[src/rtl/vga_timing_ctrl.sv]
// 640x480@60Hz VGA timing: pixel-rate enable, h/v counters, zero-skew registered sync/blank decode.
// Sync, vidon and the line/frame strobes are registered from next-state counts so they align with hc/vc.
module vga_timing_ctrl #(
  parameter int CLK_DIV = 2,
  parameter int HPIXELS = 800,
  parameter int VLINES  = 521,
  parameter int HSP     = 128,
  parameter int HBP     = 144,
  parameter int HFP     = 784,
  parameter int VSP     = 2,
  parameter int VBP     = 31,
  parameter int VFP     = 511
) (
  input  logic       clk,
  input  logic       rst_n,
  input  logic       en,
  output logic       pix_en,
  output logic [9:0] hc,
  output logic [9:0] vc,
  output logic       hsync,
  output logic       vsync,
  output logic       vidon,
  output logic       line_start,
  output logic       frame_start
);

  localparam int DW = (CLK_DIV > 1) ? $clog2(CLK_DIV) : 1;
  localparam logic [DW-1:0] DIV_MAX = DW'(CLK_DIV - 1);
  localparam logic [9:0] H_LAST = 10'(HPIXELS - 1);
  localparam logic [9:0] V_LAST = 10'(VLINES - 1);
  localparam logic [9:0] HSP_C  = 10'(HSP);
  localparam logic [9:0] HBP_C  = 10'(HBP);
  localparam logic [9:0] HFP_C  = 10'(HFP);
  localparam logic [9:0] VSP_C  = 10'(VSP);
  localparam logic [9:0] VBP_C  = 10'(VBP);
  localparam logic [9:0] VFP_C  = 10'(VFP);

  logic [DW-1:0] div_cnt;
  logic [9:0]    hc_n;
  logic [9:0]    vc_n;
  logic          h_wrap;
  logic          v_wrap;

  assign pix_en = en & (div_cnt == DIV_MAX);

  always_comb begin
    hc_n   = hc;
    vc_n   = vc;
    h_wrap = 1'b0;
    v_wrap = 1'b0;
    if (pix_en) begin
      if (hc == H_LAST) begin
        hc_n   = 10'd0;
        h_wrap = 1'b1;
        if (vc == V_LAST) begin
          vc_n   = 10'd0;
          v_wrap = 1'b1;
        end else begin
          vc_n = vc + 10'd1;
        end
      end else begin
        hc_n = hc + 10'd1;
      end
    end
  end

  always_ff @(posedge clk) begin
    if (!rst_n) begin
      div_cnt     <= '0;
      hc          <= 10'd0;
      vc          <= 10'd0;
      hsync       <= 1'b0;
      vsync       <= 1'b0;
      vidon       <= 1'b0;
      line_start  <= 1'b0;
      frame_start <= 1'b0;
    end else begin
      if (pix_en) begin
        div_cnt <= '0;
      end else if (en) begin
        div_cnt <= div_cnt + 1'b1;
      end
      hc    <= hc_n;
      vc    <= vc_n;
      // Decoding hc_n/vc_n (not hc/vc) keeps sync and blanking in step with the counters.
      hsync <= !(hc_n < HSP_C);
      vsync <= !(vc_n < VSP_C);
      vidon <= (hc_n >= HBP_C) && (hc_n < HFP_C) && (vc_n >= VBP_C) && (vc_n < VFP_C);
      line_start  <= h_wrap;
      frame_start <= h_wrap & v_wrap;
    end
  end

endmodule

[config.mk]
export PLATFORM = sky130hd
export DESIGN_NAME = vga_timing_ctrl
export DESIGN_NICKNAME = d
export VERILOG_FILES = /design/src/rtl/vga_timing_ctrl.sv
export SDC_FILE = /design/constraint.sdc
export NUM_CORES = 1
export LEC_CHECK = 0
export ABC_AREA = 1
export BUFFER_PORTS_ARGS = -buffer_cell sky130_fd_sc_hd__buf_2
export CAP_MARGIN = 30
export CORE_ASPECT_RATIO = 1.25
export CORE_MARGIN = 4
export CORE_UTILIZATION = 50
export CTS_CLUSTER_SIZE = 10
export DETAILED_ROUTE_END_ITERATION = 7
export GPL_ROUTABILITY_DRIVEN = 1
export GPL_TIMING_DRIVEN = 0
export PLACE_DENSITY = 0.76
export SYNTH_ARGS = -nofsm -noshare
export SYNTH_HDL_FRONTEND = slang
export SYNTH_SLANG_ARGS = --single-unit
[constraint.sdc]
create_clock -name clk -period 1.8 [get_ports clk]
set_clock_uncertainty 0.15 [all_clocks]
set_input_delay 0.18 -clock clk [delete_from_list [all_inputs] [get_ports clk]]
set_output_delay 0.18 -clock clk [all_outputs]
set_load 0.005 [all_outputs]
=== Word-level counts from Yosys, hierarchy flattened ===
Index checks and enable logic that the tools add are counted.

* Bits in registers: 26
* Input port bits: 3
* Output and inout bits: 26
* Word-level logic and storage cells: 38

* $add $sub $neg: 3
* Order comparisons: 6
* Eq/ne operators: 2
* Muxes and demuxes: 10
* Bitwise logic cells: 3
* Reductions and logical operators: 6

{| class="wikitable"
|+ Operators with widths
! operator !! count
|-
| 10-bit two-way mux || 5
|-
| 10-bit by 1-bit adder with 10-bit output, second input constant || 2
|-
| 10-bit equality test, second input constant || 2
|-
| 10-bit by 5-bit >= comparator with 1-bit output, second input constant || 1
|-
| 10-bit by 8-bit >= comparator with 1-bit output, second input constant || 1
|-
| 10-bit < comparator, second input constant || 1
|-
| 10-bit by 2-bit < comparator with 1-bit output, second input constant || 1
|-
| 10-bit by 8-bit < comparator with 1-bit output, second input constant || 1
|-
| 10-bit by 9-bit < comparator with 1-bit output, second input constant || 1
|-
| 1-bit two-way mux || 5
|-
| 1-bit logical AND || 3
|-
| 1-bit bitwise AND || 2
|-
| 1-bit zero test || 2
|-
| 2-bit OR reduction || 1
|-
| 1-bit adder, second input constant || 1
|-
| 1-bit NOT || 1
|}

=== Depth between registers and ports, before layout ===
Gate-level depths: netlist of the first run.

* Depth in word-level cells: 7
* Depth in mapped cells: 14
* Depth with buffers taken out: 14

=== Least setup slack after synthesis of the first run ===
No wires, ideal clock.

* Path type: register to register
* Start: reg hc[0]
* End: reg vidon
* Setup time: 0.113 ns
* Data arrival time: 1.547 ns
* Required time: 1.537 ns
* Path slack: -0.010 ns
* Stages on the path, launching flop included: 14
* Path buffers: 1
* Period minus slack after synthesis: 1.810 ns
* Cell sequence: dfxtp_1 ha_1 nand2_1 nor2_1 nand4_2 buf_6 o21ai_1 nand2_1 inv_1 nand2_1 nor2_1 nand3_1 nand2_1 nor2_1

* Cells in the longest elaborated chain, start to end: 7
* Elaborated cells between the ends (all ways): 13
* Those cells by class: 1 x add/sub; 4 x order compare; 1 x eq/ne; 4 x mux; 3 x reduce/logical

{| class="wikitable"
|+ RTL lines
! element !! RTL line !! RTL
|-
| from (decl) || 18 || <nowiki>output logic [9:0] hc,</nowiki>
|-
| from (signal assigned) || 83 || <nowiki>hc <= hc_n;</nowiki>
|-
| 10-bit by 1-bit adder with 10-bit output / 10-bit equality test (equally long branches) || 62, 52 ||
|-
| 10-bit two-way mux || 52 || <nowiki>if (hc == H_LAST) begin</nowiki>
|-
| 10-bit two-way mux || 51 || <nowiki>if (pix_en) begin</nowiki>
|-
| 10-bit by 8-bit >= comparator with 1-bit output / 10-bit < comparator (equally long branches) || 88 || <nowiki>vidon <= (hc_n >= HBP_C) && (hc_n < HFP_C) && (vc_n >= VBP_C) && (vc_n < VFP_C);</nowiki>
|-
| 1-bit logical AND (2 in series) || 88 ||
|-
| 1-bit logical AND * || 88 ||
|-
| to (signal assigned) || 88 ||
|-
| to (decl) || 22 || <nowiki>output logic vidon,</nowiki>
|}

Every way passes the cells marked *; elsewhere a longest branch is shown, timed or not.
A chain may end at the register's enable or synchronous reset.

=== Worst setup path in the final report of the first run ===
* Start: reg hc[1]
* End: reg vsync

* Cells in the longest elaborated chain, start to end: 5

{| class="wikitable"
|+ RTL lines
! element !! RTL line !! RTL
|-
| 10-bit equality test || 52 ||
|-
| 10-bit two-way mux || 52 ||
|-
| 10-bit two-way mux || 51 ||
|-
| 10-bit by 2-bit < comparator with 1-bit output || 87 || <nowiki>vsync <= !(vc_n < VSP_C);</nowiki>
|-
| 1-bit zero test || 87 ||
|-
| to (signal assigned) || 87 ||
|-
| to (decl) || 21 || <nowiki>output logic vsync,</nowiki>
|}

Every way passes these cells.

==> flow_summary.yaml, run 1 <==
worst_setup_path:
  crit_path_top_delay_cell: "dfxtp_2"
  critPathArrivalTime_ns: 1.98
  crit_required_ns: 1.86
  critical-path-max-stage-delay_ns: 0.39
  end_kind: "register"
  startpoint_type: "register"
  crit_type: "register to register"
  crit_path_cell_trace: "ha_4, nand2_4, nor2_4, nand4_4, buf_12, nor2_8, nand2_2, nand2_2, buf_4, nand3_1, nor2_1, a21oi_1"
  crit_top_cell: "nand2_2"
  cp_max_fo: 5
floorplan:
  die_h_um: 71.6
  dieArea_um2: 4220
  boundaryPins: 29
  initial_core_util_pct: 53.5
  rows: 22
  die_w_um: 58.9
  core_um2: 3030
pwr:
  switching_share_pct: 22.2
  power.internal_uw: 867
  comb_power_share_pct: 9.8
  p_switching_uw: 248
  leakage_nw: 1.14
  ir_worst_vdd_mv: 0.520
  total_power_mw: 1.12
  p_per_area_nw_per_um2: 515
  p_seq_share_pct: 54.1
  clkPwrFrac_pct: 36.1
clocking:
  clock_tree.buffer_depth: 2
  clock_sinks: 26
  cts_made_buffers: 3
  clk_pin_slew_ns: 0.15
  clock_latency_ns: 0.32
  clockRootBuffer: "clkbuf_4"
  cts_max_level: 1
  cts_tree: "yes"
yosys:
  synth_xor_area_share_pct: 0.541
  synth.distinct_cells: 28
  synth_top_family_by_area: "simple AND/OR/NAND/NOR gates"
  synth_ff_type: "dfxtp_1"
  synthTopCellsByArea: "dfxtp_1, nand2_1, nor2_1"
  synth_area_um2: 1620
  seq_area_frac_synth_pct: 32.1
  ys_ff_latch: 26
  synth-simple-area-share_pct: 48.4
  syn-mean-instance-area_um2: 6.26
  syn_nets: 265
  synth_top_area_share_pct: 32.1
  synthMuxAreaShare_pct: 0
  synthCells: 259
  synth_compound_area_share_pct: 5.41
  yosysTopAreaCell: "dfxtp_1"
  ys_async_sr_fraction_pct: 0
  synth_edf_count: 0
  synthAdderAreaFrac_pct: 2.32
  yosys_warnings: 0
timing:
  setup_ws_ns: -0.115
  rsz0062_at_grt: "true"
  finalHoldViolCount: 0
  timing.slew.headroom_pct: 63.8
  fin_crit_sh_pct: 106
  finalSetupViolations: 2
  layout_min_cycle_time_ns: 1.92
  fmax_ghz: 0.522
  tightestPinTransition_ns: 0.543
  slew_violations: 0
drt:
  drtIter0Drc: 130
  wl_per_cell_um: 13.0
  vias: 1814
  vias_per_cell: 5.30
  postRouteAntennaNets: 0
  drt-pass1-iter-count: 4
  drc: 0
  wl_um: 4430
status:
  status: "finished, violations left"
  failed_checks: "setup timing"
global_routing:
  grt_max_degree: 16
  grt_pass1_vias: 1609
  antenna_found_initial: 0
  grt_pass1_wl_um: 7250
  gr-total-overflow: 0
  grt_usage_pct: 21.5
finish:
  area_growth_syn_to_layout_pct: 33.7
  drive_above_1_share_pct: 32.7
  fin_nets: 313
  n_fill_cell: 252
  finish.utilization_pct: 71.6
  antenna_cells: 0
placement:
  io_buffers: 28
  place_congestion: 0.902
  hpwlAfterDp_um: 3020
min_path:
  hold_class: "input port to register"
job:
  max-cap-violations: 0
per-layer routing:
metal / global-route usage, % / wire length (µm) / vias to the layer above
li1: - / - / 912
met1: 27.6 / 1810 / 818
met2: 37.2 / 2280 / 70
met3: 1.98 / 217 / 14
met4: 6.80 / 121 / 0
met5: 0 / 0 / -
what timing repair did:
action                                  4_1_cts  5_1_grt
hold buffers                                  2        0
endpoints found under the setup margin        6        5
resized for setup                            29       18
buffers inserted                              8        4
hold endpoints to repair                      1        0
pin swaps                                    17       14
cloned                                        1        0
critical path, delay by kind of cell (launching register included):
kind                       cells  cell delay [ns]
and+or+nand+nor                8             0.71
buffers and inverters          2             0.32
DFF                            1             0.39
adders and majority gates      1             0.16
AOI/OAI and AO/OA              1             0.07
state kept, by name (all words and copies together) (netlist names):
signal       cells
vc              10
vsync            1
hsync            1
div_cnt          1
line_start       1
frame_start      1
vidon            1
hc              10
worst paths after layout:
path          from     to  slack (ns)  cells past startpoint
max          hc[1]  vsync       -0.12                     12
max reg2reg  hc[1]  vsync       -0.12                     12
min reg2reg  hc[0]  hc[0]        0.42                      2
min          rst_n  hc[9]        0.01                      3
power by group through the flow:
stage          Clock, mW  Sequential (mW)  Combinational, mW
2_1_floorplan          0            0.620             0.0379
3_3_place_gp           0            0.621             0.0665
3_5_place_dp           0            0.622             0.0672
4_1_cts            0.414            0.606              0.103
5_1_grt            0.436            0.606              0.122
6_report           0.402            0.604              0.110
Yosys cell counts, types with 2 or more instances:
cell type and instances:
clkbuf_1 2, ha_1 3, inv_2 3, a31oi_1 2, nor2_2 7, nand4_1 11, nand2_2 3, nand3_1 28
nand2_1 68, o21ai_0 2, o21ai_1 2, nor2_1 43, dfxtp_1 26, nor3_1 4, nor2_4 2, inv_1 38
a21oi_1 4
cell families (layout without fill, tap and decap cells):
kind of cell,Yosys count,after routing
adder cells (fa/ha/maj),3,3
AND/OR/NAND/NOR,170,170
XOR/XNOR,1,1
AO/OA/AOI/OAI,13,13
flip-flops,26,26
buffers and inverters,46,93
cell usage in the layout, fill, tap and decap left out, drive strengths merged:
cell / Yosys / final
inv: 41 / 41
o21ai: 5 / 5
nand2: 72 / 72
clkbuf: 2 / 5
clkinv: 1 / 1
bufinv: 0 / 1
nand3: 29 / 29
nand4: 12 / 12
a31oi: 2 / 2
dlygate4sd3: 0 / 2
nor3: 4 / 4
xnor2: 1 / 1
o21bai: 1 / 1
dfxtp: 26 / 26
buf: 2 / 43
a21oi: 4 / 4
a21boi: 1 / 1
ha: 3 / 3
nor2: 53 / 53
stage by stage:
stage,cell area [µm²],hold slack (ns),cells,setup slack (ns),setup TNS [ns]
after global routing,2170,0.0272,342,-0.229,-0.520
after detailed placement,1810,0.307,323,-0.265,-0.702
after CTS,2070,0.00520,338,-0.0664,-0.108
final,2170,0.0143,342,-0.115,-0.205
after floorplan,1620,0.159,259,0.00878,0
after global placement,1810,0.299,323,-0.235,-0.507
final cells by class:
cell class | instances | area, µm² | share of cell area, %
repair buffers | 43 | 278 | 12.8
multi-input cells | 187 | 1060 | 49.0
flip-flops and latches | 26 | 537 | 24.8
clock buffers | 3 | 22.5 | 1.04
well taps | 36 | 45.0 | 2.08
plain buffers | 4 | 32.5 | 1.50
clock inverters | 1 | 30.0 | 1.39
inverters | 42 | 160 | 7.39
Note: power is estimated with default switching activity, not from simulation.
==> run 2, diff against run 1 <==
- CORE_UTILIZATION: 50 -> 35
- PLACE_DENSITY: 0.76 -> 0.55
==> run 2 against run 1 <==
Against the previous run:
- the run still ends with setup timing left
- sequential share of layout area is 0.87 points lower
- combinational power hardly changed
- non-clock buffer count stayed put
- hold slack better by 0.0045 ns
- die area is 37% higher
==> flow_summary.yaml, run 2 (same netlist as run 1, synthesis figures left out) <==
finish:
  finish.utilization_pct: 50.6
  fin_area_um2: 2240
  final_cell_mix: "nand2_1, inv_1, nor2_1"
  fin_nets: 313
  layout_commonest_cell: "nand2_1"
  drive_above_1_share_pct: 37.6
  antenna_cells: 0
  final_cell_count_no_fill: 364
  largest_registers: "hc x10, vc x10"
  area_growth_syn_to_layout_pct: 38.3
  n_fill_cell: 463
global_routing:
  grt_usage_pct: 17.2
  grt_pass1_wl_um: 7580
  grt_max_degree: 15
  gr-total-overflow: 0
  grt_pass1_vias: 1657
  antenna_found_initial: 0
drt:
  met2WireLength_um: 2570
  wl_met3_um: 189
  routed.top_layer: "met4"
  drt-pass1-iter-count: 4
  drtIter0Drc: 58
  postRouteAntennaNets: 0
  routedLengthMet1_um: 1910
  drc: 0
  vias: 1763
  wl_um: 4780
  vias_per_cell: 4.84
  wl_per_cell_um: 13.1
clocking:
  cts_tree: "yes"
  clock_sinks: 26
  cts_max_level: 1
  clockRootBuffer: "clkbuf_8"
  clock_latency_ns: 0.28
  clock_tree.buffer_depth: 2
  clk_pin_slew_ns: 0.09
  ctsHoldBuffers: 0
  cts_made_buffers: 3
worst_setup_path:
  crit_path_start: "hc[0]"
  crit_path_top_delay_cell: "dfxtp_2"
  startpoint_type: "register"
  r2r_end: "vidon"
  cp_max_fo: 5
  r2r_cells: 13
  critical-path-max-stage-delay_ns: 0.37
  regToRegSetupSlack_ns: -0.12
  worstReg2RegStart: "hc[0]"
  crit_type: "register to register"
  critPathArrivalTime_ns: 1.95
  crit_required_ns: 1.83
  crit_path_cell_trace: "ha_4, nand2_4, nor2_4, nand4_4, buf_8, o21ai_4, nand2_4, inv_1, nand2_1, nor2_1, nand3_1, nand2_1, nor2_1"
  end_kind: "register"
  endpoint: "vidon"
placement:
  io_buffers: 28
  place_congestion: 0.830
  dp_cells: 345
  placement.setup.worst_slack_ns: -0.273
  placed_area_um2: 1840
  hpwlAfterDp_um: 3320
pwr:
  power.internal_uw: 835
  leakage_nw: 1.16
  p_seq_share_pct: 54.9
  p_per_area_nw_per_um2: 492
  comb_power_share_pct: 9.7
  clkPwrFrac_pct: 35.3
  ir_worst_vdd_mv: 0.252
  p_switching_uw: 267
  switching_share_pct: 24.2
timing:
  hold_ws_ns: 0.0187
  timing.slew.headroom_pct: 64.6
  finalHoldViolCount: 0
  fmax_ghz: 0.521
  slew_violations: 0
  finalSetupViolations: 4
  rsz0062_at_grt: "true"
  tightestPinTransition_ns: 0.531
  setup_ws_ns: -0.119
  layout_min_cycle_time_ns: 1.92
  fin_crit_sh_pct: 107
floorplan:
  die_w_um: 68.9
  rows: 27
  dieArea_um2: 5790
  initial_core_util_pct: 36.6
  die_h_um: 84.1
  core_um2: 4430
  boundaryPins: 29
min_path:
  hold_class: "input port to register"
status:
  failed_checks: "setup timing"
  status: "finished, violations left"
job:
  max-cap-violations: 0
run 2: cell count changes in the layout (fill, tap and decap cells not counted), moves of 2 or more:
cell           previous run  this run
clkbuf_4                  3         0
clkbuf_8                  0         4
dfxtp_2                   7         9
dlygate4sd3_1             2         0
inv_2                     3         5
nand2_1                  60        57
nand2_4                   2         4
nand3_1                  22        20
nor2_1                   40        36
nor2_2                    4         9
run 2: power by group through the flow:
| stage | combinational [mW] | clock (mW) | sequential, mW |
|---|---|---|---|
| 3_5_place_dp | 0.0674 | 0 | 0.621 |
| 5_1_grt | 0.119 | 0.426 | 0.608 |
| 2_1_floorplan | 0.0379 | 0 | 0.620 |
| 6_report | 0.107 | 0.389 | 0.605 |
| 4_1_cts | 0.0984 | 0.407 | 0.605 |
| 3_3_place_gp | 0.0686 | 0 | 0.621 |
run 2: layout make-up:
class                      count  area, µm²  area share, %
tap                           58       72.6           3.24
multi-input combinational    187       1120           49.8
sequential                    26        536           23.9
buffer                         4       27.5           1.23
clock buffer                   4       55.1           2.46
inverter                      42        160           7.15
timing repair buffer          43        274           12.2
run 2: metrics by stage:
step / power [mW] / TNS [ns]
4_1_cts: 1.11 / -0.139
6_report: 1.10 / -0.210
3_3_place_gp: 0.689 / -0.884
5_1_grt: 1.15 / -0.785
2_1_floorplan: 0.658 / 0
3_5_place_dp: 0.689 / -0.718
run 2: per-layer routing:
metal	track usage [%]	vias up
li1	-	912
met1	20.7	806
met2	29.9	37
met3	2.70	8
met4	5.85	0
met5	0	-
run 2: worst max-delay path: cells and delay by family (launching register included):
kind / cells / cell delay (ns)
buffers and inverters: 2 / 0.24
flip-flops: 1 / 0.37
AND/OR/NAND/NOR: 9 / 0.73
AO/OA/AOI/OAI: 1 / 0.15
adder cells (fa/ha/maj): 1 / 0.18
run 2: worst min-delay path by stage:
stage | from | end | slack, ns | cells past startpoint
2_1_floorplan | en | div_cnt | 0.16 | 2
3_3_place_gp | en | div_cnt | 0.30 | 3
3_5_place_dp | hc[0] | hc[0] | 0.31 | 1
4_1_cts | en | div_cnt | 0.01 | 3
5_1_grt | en | div_cnt | 0.03 | 3
6_report | en | div_cnt | 0.02 | 3
run 2: timing repair:
action	4_1_cts	5_1_grt
gates cloned	1	0
pin swaps	16	20
endpoints found under the setup margin	6	8
resized for setup	29	34
setup buffers	7	7
==> run 3, diff against run 2 <==
- CORE_UTILIZATION: 35 -> 40
- PLACE_DENSITY: 0.55 -> 0.62
==> run 3 against run 2 <==
Against the previous run:
- sequential power grew 1%
- combinational power grew 10%
- global-route usage grew 1.0 points
- routed wire length shrank 4.7%
- clock power shrank 1%
- total power grew 1.0%
- non-clock buffer count shrank 4
- critical path depth shrank 1
- critical path type unchanged
- the flow still finishes with violations (setup timing)
- largest cell class unchanged
- highest routed layer unchanged
==> flow_summary.yaml, run 3 (same netlist as run 1, synthesis figures left out) <==
finish:
  layout_commonest_cell: "nand2_1"
  fin_area_um2: 2220
  fin_nets: 309
  n_fill_cell: 411
  final_cell_count_no_fill: 356
  area_growth_syn_to_layout_pct: 37.3
  largest_registers: "hc x10, vc x10"
  antenna_cells: 0
  final_cell_mix: "nand2_1, nor2_1, inv_1"
  drive_above_1_share_pct: 34.4
clocking:
  clock_tree.buffer_depth: 2
  clock_sinks: 26
  clock_latency_ns: 0.28
  clockRootBuffer: "clkbuf_8"
  cts_made_buffers: 3
  cts_tree: "yes"
  cts_max_level: 1
  clk_pin_slew_ns: 0.09
  ctsHoldBuffers: 0
worst_setup_path:
  startpoint_type: "register"
  critPathArrivalTime_ns: 1.99
  cp_max_fo: 5
  end_kind: "register"
  crit_required_ns: 1.87
  crit_type: "register to register"
timing:
  setup_ws_ns: -0.123
  tightestPinTransition_ns: 0.619
  fin_crit_sh_pct: 107
  timing.slew.headroom_pct: 58.7
  finalHoldViolCount: 0
  hold_ws_ns: 0.0238
  layout_min_cycle_time_ns: 1.92
  fmax_ghz: 0.520
  rsz0062_at_grt: "true"
  finalSetupViolations: 3
  slew_violations: 0
global_routing:
  grt_pass1_wl_um: 7450
  grt_max_degree: 15
  gr-total-overflow: 0
  antenna_found_initial: 0
  grt_usage_pct: 18.3
  grt_pass1_vias: 1696
placement:
  dp_cells: 341
  hpwlAfterDp_um: 3160
  placed_area_um2: 1830
  place_congestion: 0.832
  io_buffers: 28
status:
  failed_checks: "setup timing"
  status: "finished, violations left"
min_path:
  hold_class: "input port to register"
drt:
  wl_um: 4560
  postRouteAntennaNets: 0
  vias_per_cell: 4.93
  drt-pass1-iter-count: 4
  wl_per_cell_um: 12.8
  drtIter0Drc: 99
  drc: 0
  vias: 1756
pwr:
  p_switching_uw: 269
  ir_worst_vdd_mv: 0.316
  switching_share_pct: 24.1
  clkPwrFrac_pct: 34.5
  total_power_mw: 1.11
  leakage_nw: 1.15
  p_seq_share_pct: 54.9
  comb_power_share_pct: 10.6
  power.internal_uw: 844
  p_per_area_nw_per_um2: 500
floorplan:
  die_w_um: 64.9
  core_um2: 3850
  rows: 25
  die_h_um: 79.2
  dieArea_um2: 5140
  initial_core_util_pct: 42.1
  boundaryPins: 29
job:
  max-cap-violations: 0
[run 3: cell count changes in the layout (fill, tap and decap cells not counted), moves of 2 or more]
cell | before | now
buf_4 | 13 | 6
buf_6 | 1 | 4
inv_2 | 5 | 3
nor2_2 | 9 | 5
nor2_1 | 36 | 40
nand3_2 | 7 | 5
[run 3: final timing paths]
check / slack (ns) / to / start / cells after the start
max: -0.12 / vidon / hc[0] / 12
min: 0.02 / div_cnt / en / 3
max reg2reg: -0.12 / vidon / hc[0] / 12
min reg2reg: 0.38 / div_cnt / div_cnt / 2
[run 3: power by group through the flow]
stage	combinational (mW)	sequential [mW]	clock (mW)
floorplan	0.0379	0.620	0
global placement	0.0677	0.620	0
detailed placement	0.0678	0.621	0
CTS	0.0989	0.605	0.403
global route	0.128	0.614	0.429
finish	0.118	0.611	0.384
[run 3: worst max-delay path, cell delays in order (launching register included)]
cell and delay (ns):
dfxtp_4 0.38, ha_4 0.15, nand2_2 0.06, nor2_4 0.14
nand4_4 0.16, buf_12 0.20, nor2_8 0.10, nand3_2 0.09
nand3_4 0.12, nand2_1 0.07, nor2_2 0.09, nand2_1 0.06
nor2_1 0.08
[run 3: layout make-up]
cell class	count	area, µm²	share of cell area (%)
inverter	42	161	7.26
tap	54	67.6	3.04
clock buffer	4	55.1	2.47
buffer	4	32.5	1.46
multi-input combinational	187	1110	50.0
timing repair buffer	39	258	11.6
sequential	26	538	24.2
[run 3: routing by layer]
metal / vias to the layer above / track usage [%] / part of all wire (%)
li1: 903 / - / -
met2: 38 / 35.3 / 52
met5: - / 0 / 0
met3: 9 / 2.69 / 4.0
met1: 806 / 20.1 / 42
met4: 0 / 5.29 / 2.0
[run 3: stage by stage]
step | TNS, ns | util [%] | setup slack, ns
after detailed placement | -0.682 | 47.6 | -0.271
after global placement | -0.792 | 47.6 | -0.286
after CTS | -0.162 | 53.6 | -0.0887
final | -0.240 | 57.8 | -0.123
after floorplan | 0 | - | 0.00878
after global routing | -0.665 | 57.8 | -0.271
[run 3: what timing repair did]
item	in CTS	in global routing
pin swaps	13	18
gates cloned	1	0
resized for setup	32	29
setup buffers	5	5
endpoints found under the setup margin	6	5
